--- config.mk ---
export PLATFORM = sky130hd
export DESIGN_NAME = nibble_cascade_cmp
export DESIGN_NICKNAME = d
export VERILOG_FILES = /design/src/rtl/nibble_cascade_cmp.sv
export SDC_FILE = /design/constraint.sdc
export NUM_CORES = 1
export LEC_CHECK = 0
export ABC_AREA = 1
export BUFFER_PORTS_ARGS = -buffer_cell sky130_fd_sc_hd__buf_2
export CAP_MARGIN = 20
export CORE_AREA = 2 2 39 41
export CTS_BUF_LIST = sky130_fd_sc_hd__clkbuf_4
export CTS_CLUSTER_DIAMETER = 100
export DETAILED_ROUTE_END_ITERATION = 10
export DIE_AREA = 0 0 41 43
export PLACE_DENSITY = 0.77
export SYNTH_ARGS = -nofsm -noshare
export SYNTH_HDL_FRONTEND = slang
export SYNTH_SLANG_ARGS = --single-unit
--- constraint.sdc ---
create_clock -name clk -period 1.95 [get_ports clk]
set_input_delay 0.195 -clock clk [delete_from_list [all_inputs] [get_ports clk]]
set_output_delay 0.195 -clock clk [all_outputs]
set_load 0.005 [all_outputs]
--- src/rtl/nibble_cascade_cmp.sv ---
`timescale 1ns/1ps
// Purpose: folds MSB-first 4-bit comparator results (G/E/L per nibble) into one word-wide verdict.
// Latency: the verdict is registered and visible the cycle after the last nibble of a word is accepted.
// Backpressure: in_ready drops while a verdict waits. The verdict stays held until out_ready.
// Optional build macro CMP_STATS_EN adds saturating words_done / words_dropped counters.
module nibble_cascade_cmp #(
  parameter int NIBBLES = 4,
  parameter int CNT_W   = 16
) (
  input  logic             clk,
  input  logic             rst_n,
  input  logic             in_valid,
  output logic             in_ready,
  input  logic             in_first,
  input  logic             G_in,
  input  logic             E_in,
  input  logic             L_in,
  output logic             out_valid,
  input  logic             out_ready,
  output logic             G,
  output logic             E,
  output logic             L,
  output logic             err
`ifdef CMP_STATS_EN
  ,
  output logic [CNT_W-1:0] words_done,
  output logic [CNT_W-1:0] words_dropped
`endif
);

  // nib_cnt only has to hold 0..NIBBLES-1. The FSM leaves for DONE before the counter could wrap.
  localparam int              CW   = (NIBBLES > 1) ? $clog2(NIBBLES) : 1;
  localparam logic [CW-1:0]   LAST = CW'(NIBBLES - 1);
  localparam logic [CW-1:0]   ONE  = CW'(1);

  // Reject configurations the cascade cannot represent when the design is elaborated.
  if (NIBBLES < 2 || CNT_W < 1) begin : g_bad_param
    $error("nibble_cascade_cmp: NIBBLES must be >= 2 and CNT_W >= 1");
  end

  typedef enum logic [1:0] {
    IDLE  = 2'd0,
    ACCUM = 2'd1,
    DONE  = 2'd2
  } state_t;

  state_t         state, state_nxt;
  logic [CW-1:0]  nib_cnt, nib_cnt_nxt;
  // decided: a non-equal nibble has been seen, so later nibbles cannot change the outcome.
  // gt_acc: the direction of that first non-equal nibble (1 = a>b).
  logic           decided, decided_nxt;
  logic           gt_acc, gt_acc_nxt;
  logic           err_acc, err_acc_nxt;
  logic           g_nxt, e_nxt, l_nxt, err_nxt;
  logic           beat_onehot;

  // A nibble result is legal only when exactly one of G/E/L is set.
  assign beat_onehot = ( G_in & ~E_in & ~L_in) |
                       (~G_in &  E_in & ~L_in) |
                       (~G_in & ~E_in &  L_in);

  // Next-state, accumulator update and handshake outputs.
  always_comb begin
    state_nxt   = state;
    nib_cnt_nxt = nib_cnt;
    decided_nxt = decided;
    gt_acc_nxt  = gt_acc;
    err_acc_nxt = err_acc;
    g_nxt       = G;
    e_nxt       = E;
    l_nxt       = L;
    err_nxt     = err;
    in_ready    = 1'b0;
    out_valid   = 1'b0;

    unique case (state)
      IDLE: begin
        in_ready = 1'b1;
        // Any beat that arrives here is nibble 0. in_first is not required.
        if (in_valid) begin
          state_nxt   = ACCUM;
          nib_cnt_nxt = ONE;
          decided_nxt = G_in | L_in;
          gt_acc_nxt  = G_in;
          err_acc_nxt = ~beat_onehot;
        end
      end

      ACCUM: begin
        in_ready = 1'b1;
        if (in_valid) begin
          if (in_first) begin
            // A new word started early. Drop the partial word and treat this beat as nibble 0.
            nib_cnt_nxt = ONE;
            decided_nxt = G_in | L_in;
            gt_acc_nxt  = G_in;
            err_acc_nxt = ~beat_onehot;
          end else begin
            // The most significant non-equal nibble wins. Later nibbles only feed the legality check.
            if (!decided) begin
              decided_nxt = G_in | L_in;
              gt_acc_nxt  = G_in;
            end
            err_acc_nxt = err_acc | ~beat_onehot;
            if (nib_cnt == LAST) begin
              state_nxt   = DONE;
              nib_cnt_nxt = '0;
              // An error suppresses the verdict. No decision means the words are equal.
              err_nxt     = err_acc_nxt;
              g_nxt       = ~err_acc_nxt &  decided_nxt &  gt_acc_nxt;
              l_nxt       = ~err_acc_nxt &  decided_nxt & ~gt_acc_nxt;
              e_nxt       = ~err_acc_nxt & ~decided_nxt;
            end else begin
              nib_cnt_nxt = nib_cnt + ONE;
            end
          end
        end
      end

      DONE: begin
        out_valid = 1'b1;
        if (out_ready) begin
          state_nxt   = IDLE;
          decided_nxt = 1'b0;
          gt_acc_nxt  = 1'b0;
          err_acc_nxt = 1'b0;
          g_nxt       = 1'b0;
          e_nxt       = 1'b0;
          l_nxt       = 1'b0;
          err_nxt     = 1'b0;
        end
      end

      default: begin
        state_nxt = IDLE;
      end
    endcase
  end

  // State and verdict registers. Reset discards any partial word or pending verdict.
  always_ff @(posedge clk) begin
    if (!rst_n) begin
      state   <= IDLE;
      nib_cnt <= '0;
      decided <= 1'b0;
      gt_acc  <= 1'b0;
      err_acc <= 1'b0;
      G       <= 1'b0;
      E       <= 1'b0;
      L       <= 1'b0;
      err     <= 1'b0;
    end else begin
      state   <= state_nxt;
      nib_cnt <= nib_cnt_nxt;
      decided <= decided_nxt;
      gt_acc  <= gt_acc_nxt;
      err_acc <= err_acc_nxt;
      G       <= g_nxt;
      E       <= e_nxt;
      L       <= l_nxt;
      err     <= err_nxt;
    end
  end

`ifdef CMP_STATS_EN
  logic word_done;
  logic word_restart;

  assign word_done    = (state == DONE) & out_ready;
  assign word_restart = (state == ACCUM) & in_valid & in_first;

  // Saturating counters for completed verdicts and abandoned partial words.
  always_ff @(posedge clk) begin
    if (!rst_n) begin
      words_done    <= '0;
      words_dropped <= '0;
    end else begin
      if (word_done && (words_done != {CNT_W{1'b1}}))
        words_done <= words_done + 1'b1;
      if (word_restart && (words_dropped != {CNT_W{1'b1}}))
        words_dropped <= words_dropped + 1'b1;
    end
  end
`endif

endmodule

==> run metrics, run 1 <==
# DRC=0; Synth cell types=18; Final Cycle Share=83.3%; die width=41 um; slowest cell delay on critical path=0.36 ns; Finish-stage setup viols=0; crit path DAT=1.43 ns; Post-Route WL=1.29 mm; Fin. Hold Viols=0; worst vdd ir=0.717 mV; starting density of the core=48.6%; die area=1760 sq um; Post-Synth XOR/XNOR Area=0%; P&R area growth vs syn=17.1%; Crit Path Max Fanout=7; ANT cells=0; Via density=5.10; Slew Viols, Final=0; HPWL Detailed=1.03 mm; Gate Count Post-Synth=95; mux share of post-synthesis cell area=0%; Startpoint Class=flop; Clock Tree Buf Depth=2; initial antenna violation count=0; Worst-Margin Slew=0.344 ns; min-delay worst type=input port to flop; Area contributors post-synth=dfxtp_1, nand2_1, ha_1, a21oi_1, inv_1; CP top delay family=flip-flops; layout cell share with drive strength beyond 1=23.2%; syn_area_per_cell=7.09 sq um; status=complete, no violations; Seq/Total Area, Yosys=32.7%; slack of the critical path=0.326 ns; Post-CTS Hold Fix Bufs=0; area leader, netlist=dfxtp_1; Vias=653; setup TNS=0 ns; max-capacitance violation count=0; Overflow after GRT=0; Bufs and invs on worst path=2; synth warn=0; # rows=14; vias in the first global route=521; Synth top area share=32.7%; fmax=616 MHz; Root Buffer=clkbuf_4; Setup Skew=0.00873 ns; combinational family with the most area after synthesis=simple AND/OR/NAND/NOR gates; RSZ-0062 raised after global routing=false; TritonCTS buffer count=3; Post-DRT Antenna Nets=0; CTS tree=done; crit-path cells=inv_1 > ha_1 > or2_4 > buf_2; slowest CP cell=dfxtp_1; All-Layer GR Usage=17.6%; CP endpoint kind=output port; first-iteration detailed-routing DRC count=13; dpl ws=0.433 ns; compound-cell area share of the yosys netlist=16.4%; post-CTS sizing=0; kind of critical path=flop to output port; PD cells=1380 nW/um^2; Ports=14; Setup Buffers After CTS=0; simple-gate share of the synthesized area=32.5%; reg2reg setup slack=0.40 ns; H-tree depth=1; critical path required time=1.75 ns; flops & latches, synth=11; Synth Area in Adders=11.2%; dpl cells=124; DR WL/cell=10.1 um; first-pass GRT wire length=2.12 mm; Mapped Area=673 sq um; Slew headroom=76.8%; number of detailed-route iterations in the first pass=6; clk sink count=11; min cycle time layout=1.62 ns; CTS clk-pin slew, worst paths=0.08 ns; largest net degree at the start of global routing=8; I/O Buffers=13; GP Congestion=0.855; Core Box Area=1380 sq um; Nets=127; clk_lat worst skew=0.28 ns; Die Y=43 um; Mapped Nets=109; fin cells=128; LEAKAGE=0.381 nW
==> layout by cell type (no fill, tap or decap), types with 2 or more instances in the layout <==
master and n:
nand4_1 3, a21oi_1 12, dfxtp_1 11, buf_2 13
nor2_1 5, inv_1 11, nand2_2 3, ha_1 6
clkbuf_4 4, inv_2 2, nand3_1 6, o21ai_0 6
nand2_1 23
==> flip-flops by register name, indices dropped and copies added, names as in the netlist <==
signal	cells
decided	1
gt_acc	1
nib_cnt	2
err	1
err_acc	1
state	2
G	1
E	1
L	1
==> metrics by stage <==
stage | hold WS, ns | instance area, sq um | util (%) | total power, mW
floorplan | 0.331 | 673 | - | 0.783
global placement | 0.450 | 758 | 54.8 | 0.906
detailed placement | 0.453 | 758 | 54.8 | 0.912
CTS | 0.198 | 788 | 57.0 | 1.09
global route | 0.215 | 788 | 57.0 | 1.18
finish | 0.205 | 788 | 57.0 | 1.09
==> worst paths after layout <==
check,startpoint,cells past startpoint,end
worst min-delay path,rst_n,3,nib_cnt[0]
worst max-delay path,state[1],4,in_ready
worst min register to register,err,2,err
worst max register to register,state[1],9,gt_acc
==> logic make-up (layout without fill, tap and decap cells) <==
kind of cell,Yosys count,after routing
DFF,11,11
AOI/OAI and AO/OA,21,21
and+or+nand+nor,44,44
adders and majority gates,6,6
buffers and inverters,13,30
==> cells in the mapped netlist <==
cell type and count:
nand3_1 6, nand2_2 3, nand2_1 23, nor2_4 1, nor3_1 1, a31oi_1 1
ha_1 6, o21ai_0 6, nand4_1 3, nor2_1 5, or2_4 1, inv_1 11
o21ai_1 1, inv_2 2, dfxtp_1 11, a21oi_1 12, a21oi_2 1, nand4_4 1
==> tightest hold or removal path, cell delays in order <==
cell and delay (ns):
buf_2 0.13, o21ai_0 0.08, nor2_1 0.04
==> routing by layer <==
layer | track usage [%] | vias to the layer above | part of all wire, %
met2 | 25.3 | 16 | 47
met3 | 6.28 | 4 | 4.3
met1 | 23.5 | 287 | 47
li1 | - | 346 | -
met5 | 0 | - | 0
met4 | 6.00 | 0 | 1.5
==> power by group <==
| group | switching (mW) | internal, mW |
|---|---|---|
| Combinational | 0.351 | 0.223 |
| Sequential | 0.0421 | 0.288 |
| Clock | 0.0868 | 0.0934 |
| Total | 0.480 | 0.605 |
==> final cells by class <==
cell class                 count  area (sq um)
fill                         136           596
multi-input combinational     71           404
sequential                    11           220
timing repair buffer          13          65.1
inverter                      13          48.8
clock buffer                   4          30.0
tap                           16          20.0
Power figures use the tool's default switching activity.
==> inputs of run 2 (changes only) <==
Clock period 1.95 ns to 1.6 ns, I/O delays scaled along.
==> run metrics, run 2 (same netlist as run 1, synthesis figures left out) <==
Setup Buffers After CTS=0; kind of critical path=flop to output port; Finish-stage setup viols=0; clk sink count=11; die area=1760 sq um; HPWL Detailed=1.03 mm; crit path DAT=1.33 ns; Crit Path Max Fanout=7; layout cell share with drive strength beyond 1=26.8%; Final Power=1.33 mW; ANT cells=0; Slew headroom=76.7%; DR WL/cell=10.1 um; LEAKAGE=0.379 nW; worst vdd ir=0.878 mV; H-tree depth=1; All-Layer GR Usage=17.6%; Nets=127; GP Congestion=0.855; clk_lat worst skew=0.28 ns; starting density of the core=48.6%; Final Cycle Share=93.2%; fill cell count=134; min-delay worst type=input port to flop; largest registers=nib_cnt x2, state x2; leading cell type in the layout, fill and taps excluded=nand2_1; Hold Slack=0.155 ns; die width=41 um; Via density=5.02; Ports=14; area of the multi-input gates=409 sq um; dpl ws=0.0829 ns; Post-CTS Hold Fix Bufs=0; Root Buffer=clkbuf_4; I/O Buffers=13; Setup Skew=0.00862 ns; P&R area growth vs syn=18.2%; first-iteration detailed-routing DRC count=15; largest net degree at the start of global routing=8; CTS clk-pin slew, worst paths=0.08 ns; Die Y=43 um; Fin. Hold Viols=0; Post-DRT Antenna Nets=0; Core Box Area=1380 sq um; most frequent cells in the layout=nand2_1, buf_2, a21oi_1, inv_1, dfxtp_1; number of detailed-route iterations in the first pass=5; register area=223 sq um; Post-Route WL=1.30 mm; slack of the critical path=0.109 ns; critical path required time=1.44 ns; first-pass GRT wire length=2.12 mm; Slew Viols, Final=0; max-capacitance violation count=0; fmax=671 MHz; Startpoint Class=flop; Worst-Margin Slew=0.346 ns; initial antenna violation count=0; RSZ-0062 raised after global routing=false; Vias=642; status=complete, no violations; min cycle time layout=1.49 ns; TritonCTS buffer count=3; PD cells=1680 nW/um^2; CP endpoint kind=output port; # DRC=0; setup TNS=0 ns; vias in the first global route=521; Clock Tree Buf Depth=2; # rows=14; Overflow after GRT=0; CTS tree=done
## run 2: cell count changes in the layout (fill, tap and decap cells not counted)
cell	change
dfxtp_1	-2
ha_1	-2
dfxtp_2	+2
ha_2	+2
## run 2: final cells by class
class	count	share of cell area [%]
clock buffer	4	3.77
multi-input combinational	71	51.4
tap	16	2.52
timing repair buffer	13	8.18
inverter	13	6.13
sequential	11	28.0
## run 2: per-layer routing
layer | vias to the layer above | global-route usage, % | share of wire [%]
li1 | 346 | - | -
met1 | 279 | 23.5 | 47
met2 | 13 | 25.3 | 46
met3 | 4 | 6.28 | 4.2
met4 | 0 | 6.00 | 1.8
met5 | - | 0 | 0
## run 2: worst max-delay path, stage by stage (launching register included)
cell and delay (ns):
dfxtp_2 0.35, inv_1 0.08, ha_2 0.22, or2_4 0.27, buf_2 0.13
## run 2: worst paths after layout
| check | from | endpoint | slack [ns] | cells past startpoint |
|---|---|---|---|---|
| max reg2reg | state[1] | gt_acc | 0.15 | 9 |
| min | rst_n | state[1] | 0.16 | 3 |
| max | state[1] | in_ready | 0.11 | 4 |
| min reg2reg | err | err | 0.46 | 2 |
## run 2: repair_timing
item,in CTS,in global routing
hold endpoints to repair,0,0
endpoints found under the setup margin,0,10
gates resized for setup,0,4
## run 2: metrics by stage
stage,instances,util [%],cell area [sq um]
6_report,128,57.5,796
2_1_floorplan,95,-,673
3_5_place_dp,124,54.8,758
4_1_cts,128,57.0,788
5_1_grt,128,57.5,796
3_3_place_gp,124,54.8,758
## run 2: where the power goes
part	internal [mW]	switching, mW
clock	0.114	0.106
combinational	0.277	0.428
sequential	0.357	0.0530
==> inputs of run 3 (changes only) <==
Settings changed: CORE_AREA 2 2 39 41 to 5 5 42 44, DIE_AREA 0 0 41 43 to 0 0 47 49.
==> run metrics, run 3 (same netlist as run 1, synthesis figures left out) <==
status=complete, no violations; largest net degree at the start of global routing=8; switching share of power=45.2%; worst vdd ir=1.03 mV; Overflow after GRT=0; Slew headroom=75.7%; HPWL Detailed=1.17 mm; max-capacitance violation count=0; slowest cell delay on critical path=0.41 ns; kind of critical path=flop to output port; P&R area growth vs syn=21.9%; R2R depth=9; RR Startpoint=state[1]; Nets=127; crit path DAT=1.37 ns; die width=47 um; fin cells=128; Worst-Margin Slew=0.361 ns; CTS clk-pin slew, worst paths=0.07 ns; vias in the first global route=586; Vias=668; WHS Path Cells=3; hold worst-path end=state[1]; Die Y=49 um; RSZ-0062 raised after global routing=true; CTS tree=done; LEAKAGE=0.382 nW; area of the multi-input gates=433 sq um; PD cells=1740 nW/um^2; leading cell type in the layout, fill and taps excluded=nand2_1; Finish-stage setup viols=0; Final Cycle Share=95.4%; Setup Skew=0.000598 ns; min cycle time layout=1.53 ns; NetSw=644 uW; min-delay worst type=input port to flop; Slew Viols, Final=0; Clock Tree Buf Depth=2; Fin. Hold Viols=0; die area=2300 sq um; CP top delay family=flip-flops; Comb pwr share=55.3%; Post-DRT Antenna Nets=0; Bufs and invs on worst path=2; Cell Int Power=782 uW; slack of the critical path=0.0743 ns; first-pass GRT wire length=2.59 mm; start point of the worst min-delay path=rst_n; register area=224 sq um; Clk pwr share=14.9%; dpl cells=124; I/O Buffers=13; # DRC=0; Via density=5.22; starting density of the core=48.0%; fmax=655 MHz; Setup Buffers After CTS=0; crit-path cells=inv_2 > ha_4 > or2_4 > buf_2; Reg power frac=29.8%; Hold Slack=0.173 ns; layout cell share with drive strength beyond 1=27.7%; # rows=14; number of detailed-route iterations in the first pass=4; DR WL/cell=12.1 um; TritonCTS buffer count=3; Post-Route WL=1.55 mm; dpl ws=0.0514 ns; Root Buffer=clkbuf_4; first-iteration detailed-routing DRC count=19; Core Box Area=1400 sq um; CP endpoint kind=output port; largest registers=nib_cnt x2, state x2; Crit Path Max Fanout=7; Startpoint Class=flop; most frequent cells in the layout=nand2_1, buf_2, a21oi_1, dfxtp_1, inv_1; clk sink count=11; reg2reg setup slack=0.08 ns; slowest CP cell=dfxtp_1; RR Endpoint=gt_acc; All-Layer GR Usage=15.2%; Ports=14; clk_lat worst skew=0.27 ns; critical path required time=1.44 ns; GP Congestion=0.844; ANT cells=0; H-tree depth=1; fill cell count=135; initial antenna violation count=0
run 3: repair_timing:
action,CTS,global route
hold buffers,0,0
setup endpoints to repair,1,6
gates resized for setup,1,7
run 3: power groups by stage:
stage / combinational [mW] / sequential (mW) / clock, mW
after detailed placement: 0.716 / 0.411 / 0
after global placement: 0.693 / 0.408 / 0
final: 0.789 / 0.425 / 0.212
after CTS: 0.730 / 0.405 / 0.217
after floorplan: 0.553 / 0.402 / 0
after global routing: 0.885 / 0.436 / 0.238
run 3: area by class of cell:
cell class | instances | share of cell area, %
Clock buffer | 4 | 3.66
Tap cell | 16 | 2.44
Timing Repair Buffer | 13 | 7.93
Multi-Input combinational cell | 71 | 52.7
Inverter | 13 | 5.95
Sequential cell | 11 | 27.3
run 3: worst max path at each step:
| stage | from | to | slack [ns] | cells past startpoint |
|---|---|---|---|---|
| floorplan | state[1] | gt_acc | 0.18 | 9 |
| CTS | state[1] | gt_acc | 0.07 | 9 |
| finish | state[1] | in_ready | 0.07 | 4 |
| global placement | state[1] | gt_acc | 0.14 | 9 |
| detailed placement | state[1] | gt_acc | 0.05 | 9 |
| global route | state[0] | gt_acc | -0.006 | 9 |
run 3: worst register-to-register path, stage by stage (launching register included):
cell and delay [ns]:
dfxtp_1 0.41, inv_2 0.09, ha_4 0.20, or2_4 0.26, nand2_2 0.06, nand2_2 0.07
inv_1 0.08, nand2_1 0.07, a21oi_2 0.11, nor2_1 0.05
run 3: per-stage QoR:
step	TNS, ns	total power, mW	util [%]	area [sq um]
2_1_floorplan	0	0.954	-	673
3_3_place_gp	0	1.10	54.1	758
3_5_place_dp	0	1.13	54.1	758
4_1_cts	0	1.35	56.4	791
5_1_grt	-0.00648	1.56	58.6	821
6_report	0	1.43	58.6	821
run 3: layer usage:
metal | vias to the layer above | share of wire (%) | GRT usage [%]
li1 | 348 | - | -
met1 | 300 | 45 | 21.1
met2 | 18 | 49 | 21.0
met3 | 2 | 5.8 | 6.27
met4 | 0 | 0.58 | 4.61
met5 | - | 0 | 0
